File: src/rtl/pwm_pkg.sv
// Shared constants for the multi-channel PWM: mode codes, FSM and counting-direction encodings.
package pwm_pkg;

   localparam logic MODE_EDGE   = 1'b0;
   localparam logic MODE_CENTER = 1'b1;

   typedef enum logic {
      ST_IDLE = 1'b0,
      ST_RUN  = 1'b1
   } pwm_state_t;

   typedef enum logic {
      DIR_UP   = 1'b0,
      DIR_DOWN = 1'b1
   } pwm_dir_t;

endpackage

File: src/rtl/pwm_compare_channel.sv
// One PWM channel: registered compare of the shared timebase against this channel's duty.
// Outside RUN the pin rests at the live polarity level (inactive).
module pwm_compare_channel #(
   parameter int WIDTH = 16
) (
   input  logic             clk,
   input  logic             reset,
   input  logic             run,
   input  logic [WIDTH-1:0] counter,
   input  logic [WIDTH-1:0] duty,
   input  logic             polarity,
   output logic             pwm_out
);

   logic pwm_next;

   always_comb begin
      pwm_next = polarity;
      if (run) begin
         pwm_next = (counter < duty) ^ polarity;
      end
   end

   always_ff @(posedge clk or posedge reset) begin
      if (reset) begin
         pwm_out <= 1'b0;
      end else begin
         pwm_out <= pwm_next;
      end
   end

endmodule

File: src/rtl/pwm_multi_channel.sv
// Multi-channel PWM: shared edge/centre-aligned timebase, double-buffered period/duty/mode
// that switch over only at a period boundary, and CHANNELS registered compare outputs.
module pwm_multi_channel
   import pwm_pkg::*;
#(
   parameter int WIDTH    = 16,
   parameter int CHANNELS = 4
) (
   input  logic                      clk,
   input  logic                      reset,
   input  logic                      enable,
   input  logic                      load,
   input  logic [WIDTH-1:0]          period,
   input  logic [CHANNELS*WIDTH-1:0] duty,
   input  logic                      mode,
   input  logic [CHANNELS-1:0]       polarity,
   output logic [CHANNELS-1:0]       pwm_out,
   output logic                      period_start,
   output logic                      update_done
);

   pwm_state_t                state_reg, state_next;
   pwm_dir_t                  dir_reg, dir_next;
   logic [WIDTH-1:0]          counter_reg, counter_next;

   logic [WIDTH-1:0]          period_act_reg, period_act_next;
   logic [CHANNELS*WIDTH-1:0] duty_act_reg, duty_act_next;
   logic                      mode_act_reg, mode_act_next;

   logic [WIDTH-1:0]          period_sh_reg, period_sh_next;
   logic [CHANNELS*WIDTH-1:0] duty_sh_reg, duty_sh_next;
   logic                      mode_sh_reg, mode_sh_next;
   logic                      pending_reg, pending_next;

   logic                      period_start_reg, period_start_next;
   logic                      update_done_reg, update_done_next;

   logic                      is_run;
   logic [WIDTH-1:0]          p_last;
   logic                      at_extreme;
   logic                      boundary;

   assign is_run = (state_reg == ST_RUN);

   // A programmed period of 0 behaves as 1, so the last count is then 0 as well.
   assign p_last = (period_act_reg == '0) ? '0 : period_act_reg - 1'b1;

   always_comb begin
      at_extreme = 1'b0;
      if (mode_act_reg == MODE_CENTER) begin
         at_extreme = (counter_reg == '0) && (dir_reg == DIR_DOWN);
      end else begin
         at_extreme = (counter_reg >= p_last);
      end
   end

   assign boundary = is_run && enable && at_extreme;

   // Next-state logic for the FSM, timebase, buffers and status pulses.
   always_comb begin
      state_next        = state_reg;
      dir_next          = dir_reg;
      counter_next      = counter_reg;
      period_act_next   = period_act_reg;
      duty_act_next     = duty_act_reg;
      mode_act_next     = mode_act_reg;
      period_sh_next    = period_sh_reg;
      duty_sh_next      = duty_sh_reg;
      mode_sh_next      = mode_sh_reg;
      pending_next      = pending_reg;
      update_done_next  = 1'b0;
      period_start_next = is_run && (counter_reg == '0) && (dir_reg == DIR_UP);

      case (state_reg)
         ST_IDLE: if (enable) state_next = ST_RUN;
         ST_RUN:  if (!enable) state_next = ST_IDLE;
         default: state_next = ST_IDLE;
      endcase

      // Both modes naturally restart at 0/up after a boundary, which also covers a mode switch.
      if (!is_run || !enable || boundary) begin
         counter_next = '0;
         dir_next     = DIR_UP;
      end else if (mode_act_reg == MODE_EDGE) begin
         counter_next = counter_reg + 1'b1;
      end else if (dir_reg == DIR_UP) begin
         if (counter_reg >= p_last) begin
            dir_next = DIR_DOWN;
         end else begin
            counter_next = counter_reg + 1'b1;
         end
      end else if (counter_reg != '0) begin
         counter_next = counter_reg - 1'b1;
      end

      if (!is_run) begin
         if (load) begin
            period_act_next  = period;
            duty_act_next    = duty;
            mode_act_next    = mode;
            period_sh_next   = period;
            duty_sh_next     = duty;
            mode_sh_next     = mode;
            pending_next     = 1'b0;
            update_done_next = 1'b1;
         end
      end else begin
         if (boundary && pending_reg) begin
            period_act_next  = period_sh_reg;
            duty_act_next    = duty_sh_reg;
            mode_act_next    = mode_sh_reg;
            pending_next     = 1'b0;
            update_done_next = 1'b1;
         end
         // Applied after the transfer so a load on the boundary cycle waits for the next one.
         if (load) begin
            period_sh_next = period;
            duty_sh_next   = duty;
            mode_sh_next   = mode;
            pending_next   = 1'b1;
         end
      end
   end

   always_ff @(posedge clk or posedge reset) begin
      if (reset) begin
         state_reg        <= ST_IDLE;
         dir_reg          <= DIR_UP;
         counter_reg      <= '0;
         period_act_reg   <= '0;
         duty_act_reg     <= '0;
         mode_act_reg     <= MODE_EDGE;
         period_sh_reg    <= '0;
         duty_sh_reg      <= '0;
         mode_sh_reg      <= MODE_EDGE;
         pending_reg      <= 1'b0;
         period_start_reg <= 1'b0;
         update_done_reg  <= 1'b0;
      end else begin
         state_reg        <= state_next;
         dir_reg          <= dir_next;
         counter_reg      <= counter_next;
         period_act_reg   <= period_act_next;
         duty_act_reg     <= duty_act_next;
         mode_act_reg     <= mode_act_next;
         period_sh_reg    <= period_sh_next;
         duty_sh_reg      <= duty_sh_next;
         mode_sh_reg      <= mode_sh_next;
         pending_reg      <= pending_next;
         period_start_reg <= period_start_next;
         update_done_reg  <= update_done_next;
      end
   end

   assign period_start = period_start_reg;
   assign update_done  = update_done_reg;

   generate
      for (genvar gi = 0; gi < CHANNELS; gi++) begin : g_chan
         pwm_compare_channel #(
            .WIDTH (WIDTH)
         ) u_chan (
            .clk      (clk),
            .reset    (reset),
            .run      (is_run),
            .counter  (counter_reg),
            .duty     (duty_act_reg[gi*WIDTH +: WIDTH]),
            .polarity (polarity[gi]),
            .pwm_out  (pwm_out[gi])
         );
      end
   endgenerate

endmodule

File: config.mk
export PLATFORM = sky130hd
export DESIGN_NAME = pwm_multi_channel
export DESIGN_NICKNAME = d
export VERILOG_FILES = /design/src/rtl/pwm_pkg.sv /design/src/rtl/pwm_compare_channel.sv /design/src/rtl/pwm_multi_channel.sv
export SDC_FILE = /design/constraint.sdc
export NUM_CORES = 1
export LEC_CHECK = 0
export CORE_MARGIN = 1
export CORE_UTILIZATION = 25
export DETAILED_ROUTE_END_ITERATION = 10
export SYNTH_ARGS = -nofsm -noshare
export SYNTH_HDL_FRONTEND = slang
export SYNTH_SLANG_ARGS = --single-unit
export TNS_END_PERCENT = 100
File: constraint.sdc
create_clock -name clk -period 6 [get_ports clk]
set_input_delay 1.2 -clock clk [delete_from_list [all_inputs] [get_ports clk]]
set_output_delay 1.2 -clock clk [all_outputs]
set_load 0.1 [all_outputs]
Yosys cells after proc, flatten, opt, wreduce, memory -nomap -nowiden --
Index checks and enable logic that the tools add are counted.
Storage, ports and cells: register bits after elaboration 187, input bits 89, output and inout port bits 6, logic and storage cells 83
Cells by class: add/subtract/negate cells 3, order comparisons 5, eq/ne operators 3, multiplexer cells 32, bitwise gates (word level) 5, reduce and logical (&&, ||, !) cells 19
Operator list (count):
- 2-to-1 mux 64 bit | 3
- 2-to-1 mux 16 bit | 9
- < comparator 16 bit | 4
- zero test 16 bit | 2
- subtractor 16 x 1 -> 16 bit (second input constant) | 2
- 2-to-1 mux 1 bit | 20
- adder 16 x 1 -> 16 bit (second input constant) | 1
- greater-or-equal comparator 16 bit | 1
- nonzero test 16 bit | 1
- logical AND 1 bit | 6
- AND reduction 2 bit | 3
- nonzero test 2 bit | 3
- != test 4 x 2 -> 1 bit (second input constant) | 1
- != test 4 bit (second input constant) | 1
- bitwise XOR 1 bit | 4
- zero test 1 bit | 2
- logical OR 1 bit | 2
- != test 2 x 1 -> 1 bit (second input constant) | 1
- inverter 1 bit | 1

Logic depth before layout (Yosys ltp) --
Gate-level depths: netlist (run 1).
word-level depth 9, depth in mapped cells 17, gate-level depth less buffers 15

Hierarchy --
Synthesis (run 1) repeated with hierarchy kept, for this count alone.
Unflattened totals: cell total of the unflattened synthesis 920, area total of the unflattened synthesis 11133.2 um2
By module, submodules not included:
- pwm_multi_channel | instances 1, cells an instance 698, area an instance 9426.5 um2, sequential area each 4579.4 um2
- pwm_compare_channel (g_chan[0].u_chan ...) | instances 3, cells an instance 55, area an instance 427.9 um2, sequential area each 25.0 um2
- pwm_compare_channel (g_chan[3].u_chan) | instances 1, cells an instance 57, area an instance 422.9 um2, sequential area each 25.0 um2

Least setup slack after synthesis (run 1) --
No wires, ideal clock.
path kind register to register, start reg period_act_reg[6], end reg duty_act_reg[1], arrival 3.764 ns, required time 5.918 ns, path slack 2.154 ns, cell stages (with the launch flop) 18, clock period less this slack 3.846 ns, path through dfrtp_1 > or4_1 > nor4_1 > nand2b_1 > nor2_1 > nand2_1 > clkbuf_1 > nand2_1 > ha_1 > and2_1 > a221oi_1 > o21ai_0 > a211oi_1 > or2_1 > buf_2 > clkbuf_1 > o22ai_1 > a31oi_1
Between the ends: cells in the longest elaborated chain, start to end 8
Ends and longest elaborated chain:
- start: declaration | RTL line pwm_multi_channel.sv:26 | logic [WIDTH-1:0] period_act_reg, period_act_next;
- start signal: assignment | RTL line pwm_multi_channel.sv:143 | period_act_reg <= period_act_next;
- subtractor 16 x 1 -> 16 bit / zero test 16 bit (equally long branches) | RTL line pwm_multi_channel.sv:46 | assign p_last = (period_act_reg == '0) ? '0 : period_act_reg - 1'b1;
- 2-to-1 mux 16 bit (*) | RTL line pwm_multi_channel.sv:46
- greater-or-equal comparator 16 bit (*) | RTL line pwm_multi_channel.sv:53 | at_extreme = (counter_reg >= p_last);
- 2-to-1 mux 1 bit (*) | RTL line pwm_multi_channel.sv:50 | if (mode_act_reg == MODE_CENTER) begin
- logical AND 1 bit (*) | RTL line pwm_multi_channel.sv:57 | assign boundary = is_run && enable && at_extreme;
- logical AND 1 bit (*) | RTL line pwm_multi_channel.sv:108 | if (boundary && pending_reg) begin
- != test 2 x 1 -> 1 bit (no line) (*)
- AND reduction 2 bit (no line) (*)
- end signal: assignment | RTL line pwm_multi_channel.sv:144 | duty_act_reg <= duty_act_next;
- end: declaration | RTL line pwm_multi_channel.sv:27 | logic [CHANNELS*WIDTH-1:0] duty_act_reg, duty_act_next;
Mark *: on every way between the ends. The rest lies on a longest branch, timed or not. A chain may end at the register's enable or synchronous reset.

Worst setup path in the final report (run 1) --
start reg period_act_reg[6], end reg counter_reg[1]
Between the ends: cells in the longest elaborated chain, start to end 8
Ends and longest elaborated chain:
- subtractor 16 x 1 -> 16 bit / zero test 16 bit (equally long branches) | RTL line pwm_multi_channel.sv:46
- 2-to-1 mux 16 bit (*) | RTL line pwm_multi_channel.sv:46
- greater-or-equal comparator 16 bit (*) | RTL line pwm_multi_channel.sv:53, pwm_multi_channel.sv:87
- 2-to-1 mux 1 bit | RTL line pwm_multi_channel.sv:50
- logical AND 1 bit | RTL line pwm_multi_channel.sv:57
- logical OR 1 bit | RTL line pwm_multi_channel.sv:81 | if (!is_run || !enable || boundary) begin
- != test 4 x 2 -> 1 bit (no line) / != test 4 bit (equally long branches)
- AND reduction 2 bit (no line)
- end signal: assignment | RTL line pwm_multi_channel.sv:142 | counter_reg <= counter_next;
- end: declaration | RTL line pwm_multi_channel.sv:24 | logic [WIDTH-1:0] counter_reg, counter_next;
Marked as above.

==> metrics.txt, run 1 <==
Slew Limit Headroom 32.1%; setup bufs post-CTS 0; Tcrit/Tclk final 80.8%; Clock transition at path regs 70 ps; All-Layer GR Usage 12.9%; top cells by area, synth dfrtp_1, ha_1, mux2_2; Initial Util 25.5%; CTS Buf Count 17; per-cell routed wire length 16.3 um; clock share of power 35.3%; Hold WC Path Type reg2reg; Post-Route WL 26300 um; Antenna Cells 0; die height 204 um; IO Count 95; Yosys top cell area share 45.7%; setup TNS 0 ps; CP startpoint kind register; Synth area leader dfrtp_1; min Tclk post-route 4850 ps; drt via density 4.76; core area 40100 um2; maximum clock frequency 206 MHz; Synth cell types 52; Least-Margin Pin Slew 1020 ps; initial antenna violation count 1; CTS H-tree depth 4; status finished clean; GR Overflow Total 0; flops & latches, synth 187; clk root buf clkbuf_16; most frequent cell after synthesis dfrtp_1; Logic pwr share 17.7%; Worst VDD drop 0.182 mV; internal power 2.29 mW; area of the multi-input gates 5080 um2; area of the die 41800 um2; Initial DRT Pass Iterations 5; FF/Latch Area 4680 um2; Post-Route Skew 10.5 ps; PD cells 262 nW/um2; Setup crit end kind register; Max clock buf depth 2; count of clock tree sinks 187; P_sw 0.921 mW; Max-Cap Viols 0; Syn Nets 1178; final hold viol count 0; yosys warns 0; Seq/Total Area, Yosys 45.7%; Synth Instances 1009; syn_area_per_cell 10.2 um2; fin nets 1244; share of post-route cells with drive strength above 1 12.1%; critical path class reg2reg; most common flop cell mapped by yosys dfrtp_1; Layout area overhead 19.8%; Syn Std Cell Area 10200 um2; sequential power share 47.0%; Port Buf Inserts 94; vias in the first global route 7647; Min Hold Slack 506 ps; clk_lat worst skew 440 ps; fin. max-slew vios 0; routability cong. 0.854; DP HPWL 18200 um; async set-reset flop share out of synthesis 100%; Vias 7684; antenna viol nets, final 0; Post-synth top cells dfrtp_1, nor2_1, mux2_2; global-route wire length before repair 42100 um; RSZ-0062 raised after global routing false; Final setup viols 0; pin count of the biggest net entering global routing 187; Post-CTS Resized 0; Static Leak 5.55 nW; chip width 204 um; CTS tree done; CP Data Required Time 6310 ps; crit path DAT 5160 ps; row count 73; 1st-iter DRT viols 509; Remaining DRCs 0; hold_buf cts 0; filler instances 4150; EDFF count, synth 0; worst-path fanout max 23; switching share of power 28.7%
==> placed cells by master (no fill, tap or decap), types with 29 or more instances in the layout <==
cell type        count
o22ai_1             43
o21ai_0             29
mux2_2              81
nand2_1             49
mux2i_1             40
a21oi_1             67
clkdlybuf4s50_1     93
nor2_1             111
inv_1               67
ha_1                80
dfrtp_1            186
==> worst max-delay path, stage by stage, from the launching register on <==
cell and delay [ps]:
dfrtp_1 450, or4_1 620, nor4_1 290, nand2b_1 120, nor2_1 180, nand2_1 280
nand2_1 150, ha_1 240, and2_1 170, a221oi_1 260, o21ai_0 180, a21o_1 440
o21ai_0 350, nand3_1 540, a311oi_1 440
==> path summary, 6_finish.rpt <==
check                                  startpoint                       end  slack (ps)  cells past startpoint
worst max-delay path            period_act_reg[6]            counter_reg[1]        1150                     14
worst min-delay path              duty_sh_reg[20]           duty_sh_reg[20]         510                      1
worst max register to register  period_act_reg[6]            counter_reg[1]        1150                     14
worst min register to register    duty_sh_reg[20]           duty_sh_reg[20]         510                      1
max in group asynchronous                   reset           counter_reg[12]        3770                      3
min in group asynchronous                   reset  g_chan[0].u_chan.pwm_out        1000                      2
==> power groups by stage <==
stage / Clock [mW] / Sequential, mW / Combinational [mW]
floorplan: 0 / 1.51 / 0.402
CTS: 1.16 / 1.51 / 0.577
detailed placement: 0 / 1.53 / 0.574
global route: 1.21 / 1.53 / 0.645
global placement: 0 / 1.53 / 0.554
finish: 1.13 / 1.51 / 0.567
==> area by class of cell <==
cell class                      instances  area share (%)
Clock buffer                           19            3.53
Clock inverter                         13            1.16
Inverter                               68            2.11
Multi-Input combinational cell        698            41.4
Sequential cell                       187            38.2
Tap cell                              525            5.35
Timing Repair Buffer                  103            8.30
==> cells by family (layout without fill, tap and decap cells) <==
| group | Yosys count | in the layout | synth area share [%] |
|---|---|---|---|
| simple gates | 248 | 248 | 11.2 |
| compound gates | 223 | 223 | 13.5 |
| flops | 187 | 187 | 45.7 |
| buf+inv | 124 | 203 | 4.85 |
| mux | 121 | 121 | 12.8 |
| fa+ha+maj | 80 | 80 | 9.77 |
| xor+xnor | 26 | 26 | 2.22 |
==> stage by stage <==
| step | total power, mW | util [%] | setup WS (ps) | instance area, um2 | std cells |
|---|---|---|---|---|---|
| global route | 3.39 | 30.6 | 697 | 12300 | 1613 |
| floorplan | 1.91 | - | 2150 | 10200 | 1009 |
| detailed placement | 2.11 | 29.2 | 1170 | 11700 | 1581 |
| CTS | 3.25 | 30.6 | 1130 | 12300 | 1613 |
| global placement | 2.08 | 29.2 | 1400 | 11700 | 1581 |
| finish | 3.21 | 30.6 | 1150 | 12300 | 1613 |
==> per-layer routing <==
layer | part of all wire [%] | GRT usage [%]
met3 | 4.2 | 3.05
met2 | 47 | 21.0
met5 | 0.046 | 0
met1 | 47 | 17.2
met4 | 1.1 | 2.99
Note: power is estimated with default switching activity, not from simulation.
==> run 2: changes to the inputs <==
==> constraint.sdc (replaced) <==
create_clock -name clk -period 4.5 [get_ports clk]
set_input_delay 0.9 -clock clk [delete_from_list [all_inputs] [get_ports clk]]
set_output_delay 0.9 -clock clk [all_outputs]
set_load 0.1 [all_outputs]
==> run 2 against run 1 <==
  * Critical path depth rose by 1
  * Via count rose by 0.74%
  * Global-route usage rose by 0.16 points
  * Die area did not move
  * Critical path type unchanged
  * Worst setup slack got worse by 690 ps
  * Count of clock-buffer cells in the layout rose by 4
==> metrics.txt, run 2 (synthesis results as in run 1) <==
status finished clean; 1st-iter DRT viols 524 (+2.9%); setup TNS 0 ps (unchanged); chip width 204 um (unchanged); RR Startpoint period_act_reg[6]; area of the die 41800 um2 (unchanged); area of the multi-input gates 5090 um2 (+0.27%); maximum clock frequency 248 MHz (+20%); fin cells 1627 (+0.87%); placed cell count 1592 (+0.70%); row count 73 (unchanged); critical path class reg2reg; All-Layer GR Usage 13.1% (+0.16 points); die height 204 um (unchanged); FF/Latch Area 4680 um2 (unchanged); RSZ-0062 raised after global routing false; CP Data Required Time 4850 ps (-1460 ps); count of clock tree sinks 187 (unchanged); fin. max-slew vios 0 (unchanged); Static Leak 5.66 nW (+2.0%); Setup crit end kind register; CTS Buf Count 17 (unchanged); Worst Setup SP period_act_reg[6]; share of post-route cells with drive strength above 1 13.6% (+1.5 points); Slew Limit Headroom 33.8% (+1.8 points); Vias 7741 (+0.74%); Least-Margin Pin Slew 990 ps (-29.5 ps); IO Count 95 (unchanged); vias in the first global route 7863 (+2.8%); filler instances 4075 (-1.8%); min Tclk post-route 4030 ps (-813 ps); worst hold stages 1 (unchanged); core area 40100 um2 (unchanged); DP HPWL 18800 um (+3.5%); clk_lat worst skew 440 ps (about the same); hold_buf cts 0 (unchanged); Tcrit/Tclk final 89.6% (+8.9 points); per-cell routed wire length 16.2 um (-0.88%); Reg2Reg Depth 15 (+1); routability cong. 0.847 (-0.82%); pin count of the biggest net entering global routing 68 (-64%); Port Buf Inserts 94 (unchanged); Clock transition at path regs 70 ps (about the same); hold path endpoint duty_sh_reg[23]; Max clock buf depth 2 (unchanged); R2R Setup Slk 470 ps (-690 ps); Hold WC Path Type reg2reg; CP startpoint kind register; reg-to-reg endpoint duty_act_reg[50]; HP Start duty_sh_reg[23]; clk root buf clkbuf_16; GR Overflow Total 0 (unchanged); Layout area overhead 21.5%; Initial Util 25.5% (unchanged); Remaining DRCs 0 (unchanged); most common cell after layout, fill and taps aside dfrtp_1; PD cells 348 nW/um2 (+33%); most frequent cells in the layout dfrtp_1, nor2_1, clkdlybuf4s50_1; Initial DRT Pass Iterations 5 (unchanged); Worst VDD drop 0.215 mV (+19%); fin nets 1258 (+1.1%); initial antenna violation count 1 (unchanged); global-route wire length before repair 42700 um (+1.6%); Max-Cap Viols 0 (unchanged); Final setup viols 0 (unchanged); antenna viol nets, final 0 (unchanged); Post-Route Skew 13.4 ps (+2.87 ps); crit path DAT 4380 ps (-780 ps); final hold viol count 0 (unchanged); worst-path fanout max 26 (+13%); CTS H-tree depth 4 (unchanged); Antenna Cells 0 (unchanged); CTS tree done; drt via density 4.76 (-0.13%); Post-Route WL 26300 um (about the same)
run 2: critical path, cell delays in order (launching register included):
cell	delay, ps
dfrtp_1	440
or4_1	620
nor4_2	220
nand2b_1	110
nor2_1	200
nand2_2	190
nand2_1	120
ha_1	240
and2_1	180
a221oi_1	270
o21ai_0	190
a211oi_2	340
or2_2	200
buf_4	290
o22ai_1	150
a31oi_1	170
run 2: metal layers:
metal  vias up  GRT usage [%]  share of wire, %
li1       3768              -                 -
met1      3818           17.3                48
met2       122           21.3                47
met3        31           2.60               3.4
met4         2           3.94               1.7
met5         -              0             0.049
run 2: power by group:
part | switching [mW] | internal [mW]
clock network | 0.653 | 0.894
registers | 0.123 | 1.89
logic | 0.418 | 0.354
total | 1.19 | 3.14
run 2: stage by stage:
| step | utilization, % | setup slack [ps] | total power, mW | cell area, um2 | hold slack, ps |
|---|---|---|---|---|---|
| final | 31.0 | 466 | 4.33 | 12400 | 505 |
| after floorplan | - | 654 | 2.55 | 10200 | 480 |
| after global routing | 31.0 | 109 | 4.56 | 12400 | 515 |
| after detailed placement | 29.4 | 97.4 | 2.82 | 11800 | 495 |
| after global placement | 29.4 | 312 | 2.79 | 11800 | 489 |
| after CTS | 30.9 | 53.9 | 4.39 | 12400 | 511 |
run 2: repair_timing:
item	4_1_cts	5_1_grt
resized for setup	0	4
setup endpoints to repair	0	80
buffers inserted	0	3
run 2: cell type report:
class	instances	share of cell area, %
Clock buffer	23	4.00
Clock inverter	9	0.875
Inverter	68	2.08
Multi-Input combinational cell	698	40.9
Sequential cell	187	37.6
Tap cell	525	5.28
Timing Repair Buffer	117	9.26
run 2: worst max path at each step:
stage	endpoint	slack (ps)	cells past startpoint
6_report	duty_act_reg[50]	470	15
5_1_grt	duty_act_reg[50]	110	15
2_1_floorplan	duty_act_reg[1]	650	17
3_5_place_dp	duty_act_reg[1]	100	15
4_1_cts	duty_act_reg[1]	50	15
3_3_place_gp	duty_act_reg[59]	310	15
